[config.mk]
export PLATFORM = sky130hd
export DESIGN_NAME = sigmoid_horner_ctrl
export DESIGN_NICKNAME = d
export VERILOG_FILES = /design/src/rtl/sigmoid_pkg.sv /design/src/rtl/sigmoid_mac_step.sv /design/src/rtl/sigmoid_horner_ctrl.sv
export SDC_FILE = /design/constraint.sdc
export NUM_CORES = 2
export LEC_CHECK = 0
export BUFFER_PORTS_ARGS = -buffer_cell sky130_fd_sc_hd__buf_2
export CELL_PAD_IN_SITES_DETAIL_PLACEMENT = 1
export CELL_PAD_IN_SITES_GLOBAL_PLACEMENT = 1
export CORE_UTILIZATION = 56
export DETAILED_ROUTE_END_ITERATION = 8
export PLACE_DENSITY_LB_ADDON = 0.1
export SYNTH_ARGS = -nofsm -noshare
export SYNTH_HDL_FRONTEND = slang
export SYNTH_SLANG_ARGS = --single-unit
[constraint.sdc]
create_clock -name clk -period 26.6 [get_ports clk]
set_input_delay 3.99 -clock clk [delete_from_list [all_inputs] [get_ports clk]]
set_output_delay 3.99 -clock clk [all_outputs]
set_load 0.01 [all_outputs]
[src/rtl/sigmoid_pkg.sv]
// Shared definitions for the fixed-point sigmoid evaluator.
// This package provides the sequencer states, the Q8.24 defaults, the
// segment centres, and the helpers that map |x| to a segment and to that
// segment's expansion centre.
package sigmoid_pkg;

    // Default data format, Q8.24.
    localparam int DWIDTH_D = 32;
    localparam int FRAC_D   = 24;
    localparam int NTERMS_D = 4;
    localparam int IWIDTH_D = DWIDTH_D - FRAC_D;

    // 1.0 in Q8.24.
    localparam logic [DWIDTH_D-1:0] ONE_Q = 32'h0100_0000;

    // Segment encoding. Segment 6 marks the saturated tail, where the
    // evaluation is skipped and 1.0 is used instead.
    typedef logic [2:0] seg_t;
    localparam seg_t SEG_POLY_MAX = 3'd4;
    localparam seg_t SEG_SAT      = 3'd6;

    // Expansion centres for segments 0..4, in Q8.24.
    localparam logic [DWIDTH_D-1:0] CENTRE_0 = 32'h0000_0000; // 0.0
    localparam logic [DWIDTH_D-1:0] CENTRE_1 = 32'h0180_0000; // 1.5
    localparam logic [DWIDTH_D-1:0] CENTRE_2 = 32'h0280_0000; // 2.5
    localparam logic [DWIDTH_D-1:0] CENTRE_3 = 32'h0380_0000; // 3.5
    localparam logic [DWIDTH_D-1:0] CENTRE_4 = 32'h0500_0000; // 5.0

    // Sequencer states.
    typedef enum logic [2:0] {
        ST_IDLE  = 3'd0,
        ST_LOAD  = 3'd1,
        ST_MAC   = 3'd2,
        ST_FINAL = 3'd3,
        ST_HOLD  = 3'd4
    } state_t;

    // Map a non-negative magnitude to its segment using the integer field.
    // Integer parts 0..3 use their own segment. Integer parts 4 and 5 share
    // segment 4. Anything from 6.0 upward is saturated.
    function automatic seg_t seg_of(input logic [DWIDTH_D-1:0] a);
        logic [IWIDTH_D-1:0] ip;
        ip = a[DWIDTH_D-1:FRAC_D];
        if (ip < IWIDTH_D'(4))
            return seg_t'(ip);
        else if (ip < IWIDTH_D'(6))
            return SEG_POLY_MAX;
        else
            return SEG_SAT;
    endfunction

    // Expansion centre for a segment. The saturated segment never uses its
    // offset, so it maps to zero.
    function automatic logic [DWIDTH_D-1:0] centre_of(input seg_t seg);
        case (seg)
            3'd0:    return CENTRE_0;
            3'd1:    return CENTRE_1;
            3'd2:    return CENTRE_2;
            3'd3:    return CENTRE_3;
            3'd4:    return CENTRE_4;
            default: return '0;
        endcase
    endfunction

endpackage

[src/rtl/sigmoid_mac_step.sv]
// One Horner step in Q-format: o_acc = ((i_acc * i_d) >>> FRAC) + i_coef.
// The block is purely combinational. The product is kept at full double
// width. The shift floors toward -inf, and the final add wraps without
// saturating.
// Build option: define SIGMOID_ROUND_EN to add half an LSB before the shift,
// which gives round-half-up instead of truncation.
module sigmoid_mac_step
    import sigmoid_pkg::*;
#(
    parameter int DWIDTH = DWIDTH_D,
    parameter int FRAC   = FRAC_D
) (
    input  logic signed [DWIDTH-1:0] i_acc,
    input  logic signed [DWIDTH-1:0] i_d,
    input  logic signed [DWIDTH-1:0] i_coef,
    output logic signed [DWIDTH-1:0] o_acc
);

    localparam int PW = 2 * DWIDTH;

`ifdef SIGMOID_ROUND_EN
    localparam logic signed [PW-1:0] HALF_LSB = PW'(1) <<< (FRAC - 1);
`endif

    logic signed [PW-1:0] w_acc_ext;
    logic signed [PW-1:0] w_d_ext;
    logic signed [PW-1:0] w_prod;
    logic signed [PW-1:0] w_biased;

    // Multiply at full width, optionally bias, rescale, then add the coefficient.
    // NOTE: every signal written here gets a value on every path, so no latch is inferred.
    always_comb begin
        w_acc_ext = {{DWIDTH{i_acc[DWIDTH-1]}}, i_acc};
        w_d_ext   = {{DWIDTH{i_d[DWIDTH-1]}}, i_d};
        w_prod    = w_acc_ext * w_d_ext;
`ifdef SIGMOID_ROUND_EN
        w_biased  = w_prod + HALF_LSB;
`else
        w_biased  = w_prod;
`endif
        o_acc     = DWIDTH'(w_biased >>> FRAC) + i_coef;
    end

endmodule

[src/rtl/sigmoid_horner_ctrl.sv]
// Sequencer for the fixed-point sigmoid evaluator.
// It accepts a signed Q8.24 operand and classifies |x| into a segment. It
// walks the coefficient lookup from the highest term down and evaluates the
// series by Horner's rule on one shared multiply-add step. It folds negative
// operands with sigma(-x) = 1 - sigma(x) and holds the result on a
// valid/ready handshake.
// Build option: SIGMOID_ROUND_EN selects round-half-up in each multiply-add
// step. The default is truncation. Latency is the same in both builds.
module sigmoid_horner_ctrl
    import sigmoid_pkg::*;
#(
    parameter int DWIDTH = DWIDTH_D,
    parameter int FRAC   = FRAC_D,
    parameter int NTERMS = NTERMS_D
) (
    input  logic                      clk,
    input  logic                      rst_n,
    input  logic                      in_valid,
    output logic                      in_ready,
    input  logic [DWIDTH-1:0]         in_x,
    output logic [2:0]                coef_seg,
    output logic [$clog2(NTERMS)-1:0] coef_idx,
    input  logic [DWIDTH-1:0]         coef_data,
    output logic                      out_valid,
    input  logic                      out_ready,
    output logic [DWIDTH-1:0]         out_y,
    output logic                      busy
);

    localparam int IW = $clog2(NTERMS);

    localparam logic [DWIDTH-1:0] MAX_POS = {1'b0, {(DWIDTH-1){1'b1}}};
    localparam logic [DWIDTH-1:0] MIN_NEG = {1'b1, {(DWIDTH-1){1'b0}}};

    localparam logic [IW-1:0] IDX_TOP  = IW'(NTERMS - 1);
    localparam logic [IW-1:0] IDX_NEXT = IW'(NTERMS - 2);

    // Operand classification, used only at the IDLE handshake.
    logic              w_neg;
    logic [DWIDTH-1:0] w_abs;
    seg_t              w_seg;
    logic [DWIDTH-1:0] w_d;

    // Result of the shared multiply-add step.
    logic [DWIDTH-1:0] w_mac;

    // Sequencer state and the latched operand.
    state_t            r_state;
    logic              r_sign;
    seg_t              r_seg;
    logic [DWIDTH-1:0] r_d;
    logic [DWIDTH-1:0] r_acc;

    // Registered outputs. coef_idx also serves as the Horner term counter k.
    logic [2:0]        r_coef_seg;
    logic [IW-1:0]     r_coef_idx;
    logic              r_in_ready;
    logic              r_out_valid;
    logic [DWIDTH-1:0] r_out_y;
    logic              r_busy;

    // Compute the magnitude, segment and centre offset of the incoming operand.
    always_comb begin
        w_neg = in_x[DWIDTH-1];
        if (!w_neg)
            w_abs = in_x;
        else if (in_x == MIN_NEG)
            w_abs = MAX_POS;
        else
            w_abs = -in_x;
        w_seg = seg_of(w_abs);
        w_d   = w_abs - centre_of(w_seg);
    end

    sigmoid_mac_step #(
        .DWIDTH (DWIDTH),
        .FRAC   (FRAC)
    ) u_mac_step (
        .i_acc  (r_acc),
        .i_d    (r_d),
        .i_coef (coef_data),
        .o_acc  (w_mac)
    );

    // Sequencer FSM: IDLE -> LOAD -> MAC x (NTERMS-1) -> FINAL -> HOLD -> IDLE.
    // NOTE: state is updated with non-blocking assignments so every register samples pre-edge values.
    always_ff @(posedge clk) begin
        if (!rst_n) begin
            r_state     <= ST_IDLE;
            r_sign      <= 1'b0;
            r_seg       <= '0;
            r_d         <= '0;
            r_acc       <= '0;
            r_coef_seg  <= '0;
            r_coef_idx  <= '0;
            r_in_ready  <= 1'b1;
            r_out_valid <= 1'b0;
            r_out_y     <= '0;
            r_busy      <= 1'b0;
        end else begin
            case (r_state)
                ST_IDLE: begin
                    if (in_valid) begin
                        r_sign     <= w_neg;
                        r_seg      <= w_seg;
                        r_d        <= w_d;
                        r_coef_seg <= w_seg;
                        r_coef_idx <= IDX_TOP;
                        r_in_ready <= 1'b0;
                        r_busy     <= 1'b1;
                        r_state    <= ST_LOAD;
                    end
                end

                ST_LOAD: begin
                    if (r_seg == SEG_SAT) begin
                        r_acc   <= ONE_Q;
                        r_state <= ST_FINAL;
                    end else begin
                        r_acc      <= coef_data;
                        r_coef_idx <= IDX_NEXT;
                        r_state    <= ST_MAC;
                    end
                end

                ST_MAC: begin
                    r_acc <= w_mac;
                    if (r_coef_idx == '0)
                        r_state <= ST_FINAL;
                    else
                        r_coef_idx <= r_coef_idx - IW'(1);
                end

                ST_FINAL: begin
                    r_out_y     <= r_sign ? (ONE_Q - r_acc) : r_acc;
                    r_out_valid <= 1'b1;
                    r_state     <= ST_HOLD;
                end

                ST_HOLD: begin
                    if (out_ready) begin
                        r_out_valid <= 1'b0;
                        r_in_ready  <= 1'b1;
                        r_busy      <= 1'b0;
                        r_state     <= ST_IDLE;
                    end
                end

                default: begin
                    r_state <= ST_IDLE;
                end
            endcase
        end
    end

    assign in_ready  = r_in_ready;
    assign coef_seg  = r_coef_seg;
    assign coef_idx  = r_coef_idx;
    assign out_valid = r_out_valid;
    assign out_y     = r_out_y;
    assign busy      = r_busy;

endmodule

==> results.cfg <==
[sta]
rsz0062_at_grt = no
layout_min_cycle_time_ns = 11.39
worst_pin_slew_ns = 1.42
timing.clock.skew_ns = 0.0290
final_hold_viol_count = 0
period_share_pct = 42.8
relSlewSlack_pct = 5.52
finalWorstSetupSlack_ns = 15.21
tns_ns = 0
max_freq_mhz = 87.8
finalSetupViolations = 0
final_max_slew_viol_count = 0

[drt]
vias = 30004
drtIter0Drc = 1684
viasPerCell = 5.76
met3_length_mm = 6.42
ant_nets = 0
firstDrtPassIters = 7
post-route-drc-count = 0
routed_wl_mm = 125
maxUsedRoutingLayer = met5
dr_wl_met2_mm = 64.1
drt-met1-wl_mm = 47.8
wl_per_cell_um = 23.9

[logic_synthesis]
synthTopCellsByCount = fa_1 (984), inv_1 (897), nand2_1 (548)
synth_top_area_share_pct = 49.8
synthCells = 4342
synth_area_leaders = fa_1 (50%), inv_1 (8.5%), and2_1 (7.9%)
yosys_warnings = 0
synth_area_um2 = 39500
syn_avg_cell_area_um2 = 9.11
async_flop_share_pct = 0
syn_nets = 5606
synth.distinct_cells = 73
ys.flop_type = dfxtp_1
ys_seq_area_share_pct = 5.47
synth_seq_cells = 108
synth-edff-count = 0
synth_most_common_cell = fa_1
yosysTopAreaCell = fa_1

[finish]
area_delta_synth_final_pct = 3.93
antenna_cells = 0
fill_cells = 8136
layout-drive-gt1-share_pct = 5.16
layout.nets = 5525

[clocking]
cts_buffers = 9
clk_pin_slew_ns = 0.08
cts_root_buf = clkbuf_16
cts-resized-gates = 0
cts_num_sinks = 108
clkLatencyLatePin_ns = 0.38
clk_path_buf_depth = 2
cts_tree = done
post_cts_buffers = 0
htreeDepth = 3
hold_buffers = 0

[global_route]
antenna_found_initial = 5
overflow = 0
grt_pass1_wl_mm = 197
grt_usage_pct = 36.5
grt_pass1_vias = 34626
grt_start_max_net_pins = 69

[die]
core_um2 = 69900
die_w_um = 268
fp.dieH_um = 268
io_pins = 108
start_util_pct = 56.6
placementRows = 97
dieArea_um2 = 71700

[worst_setup_path]
crit_path_end_kind = flip-flop
cp_data_arrival_time_ns = 11.61
critPathSlowestCell = dfxtp_1
worst-path-max-fanout = 21
crit_type = reg2reg
cp.required_ns = 26.82
startpoint_type = flip-flop
cpMostUsedCell = fa_1
max_stage_delay_ns = 0.89

[worst_hold_path]
hold_class = reg2reg

[placement]
pre_cts_ws_ns = 15.51
dp_hpwl_mm = 99.1
portBuffers = 107
place.gp.congestion = 0.919

[job]
max_cap_viol_count = 0

[outcome]
status = finished clean
final cells by class:
class,count,area [µm²],share of cell area [%]
multi-input cells,3062,33000,80.3
well taps,940,1180,2.86
clock buffers,10,229,0.557
clock inverters,6,65.1,0.158
repair buffers,183,1110,2.69
flip-flops and latches,108,2160,5.27
inverters,897,3370,8.19
final timing paths:
check	from	endpoint	slack [ns]	depth (start not counted)
max	r_acc[22]$_SDFFE_PN0P_	r_acc[31]$_SDFFE_PN0P_	15.21	33
min	r_d[29]$_SDFFE_PN0P_	r_d[29]$_SDFFE_PN0P_	0.46	2
min reg2reg	r_d[29]$_SDFFE_PN0P_	r_d[29]$_SDFFE_PN0P_	0.46	2
max reg2reg	r_acc[22]$_SDFFE_PN0P_	r_acc[31]$_SDFFE_PN0P_	15.21	33
cell families after synthesis:
logic type	share of synthesized area (%)
xor gates and xnor gates	3.19
and+or+nand+nor	16.6
muxes	0.130
DFF	5.47
buffers and inverters	11.1
adders and majority gates	56.5
AOI/OAI and AO/OA	6.93
flip-flops by register name, indices dropped and copies added (netlist names):
register	count
busy	1
coef_idx	2
coef_seg	3
in_ready	1
out_valid	1
out_y	32
r_acc	32
r_d	32
r_sign	1
r_state	3
per-layer routing:
layer  vias to the layer above  global-route usage (%)
li1                      12766                       -
met4                         4                    16.1
met5                         -                       0
met3                       279                    4.28
met2                       922                    65.0
met1                     16033                    44.6
stage by stage:
stage / std cells / util [%] / instance area [µm²] / hold WS [ns]
2_1_floorplan: 4342 / - / 39500 / 0.485
3_3_place_gp: 5190 / 58.4 / 40800 / 0.442
3_5_place_dp: 5190 / 58.4 / 40800 / 0.451
4_1_cts: 5206 / 58.8 / 41100 / 0.465
5_1_grt: 5206 / 58.8 / 41100 / 0.492
6_report: 5206 / 58.8 / 41100 / 0.464
cell usage in the layout, fill, tap and decap left out, types with 76 or more instances in the layout:
cell     netlist  final
buf_2          1    107
buf_4          0     76
fa_1         984    984
o21ai_0       81     81
dfxtp_1      108    106
nand2_1      548    548
nor2_1       118    117
xor2_1        86     86
ha_1         212    212
inv_1        897    896
and2_1       498    497
critical path: cells and delay by family, from the launching register on:
| kind | cells | cell delay [ns] |
|---|---|---|
| fa+ha+maj | 10 | 4.82 |
| flops | 1 | 0.89 |
| buf+inv | 2 | 0.51 |
| xor+xnor | 1 | 0.13 |
| compound gates | 12 | 2.86 |
| simple gates | 8 | 2.03 |
Power is left out: the tool's default activity adds up to more than one toggle a clock period on the data nets, which glitch-free logic cannot reach.
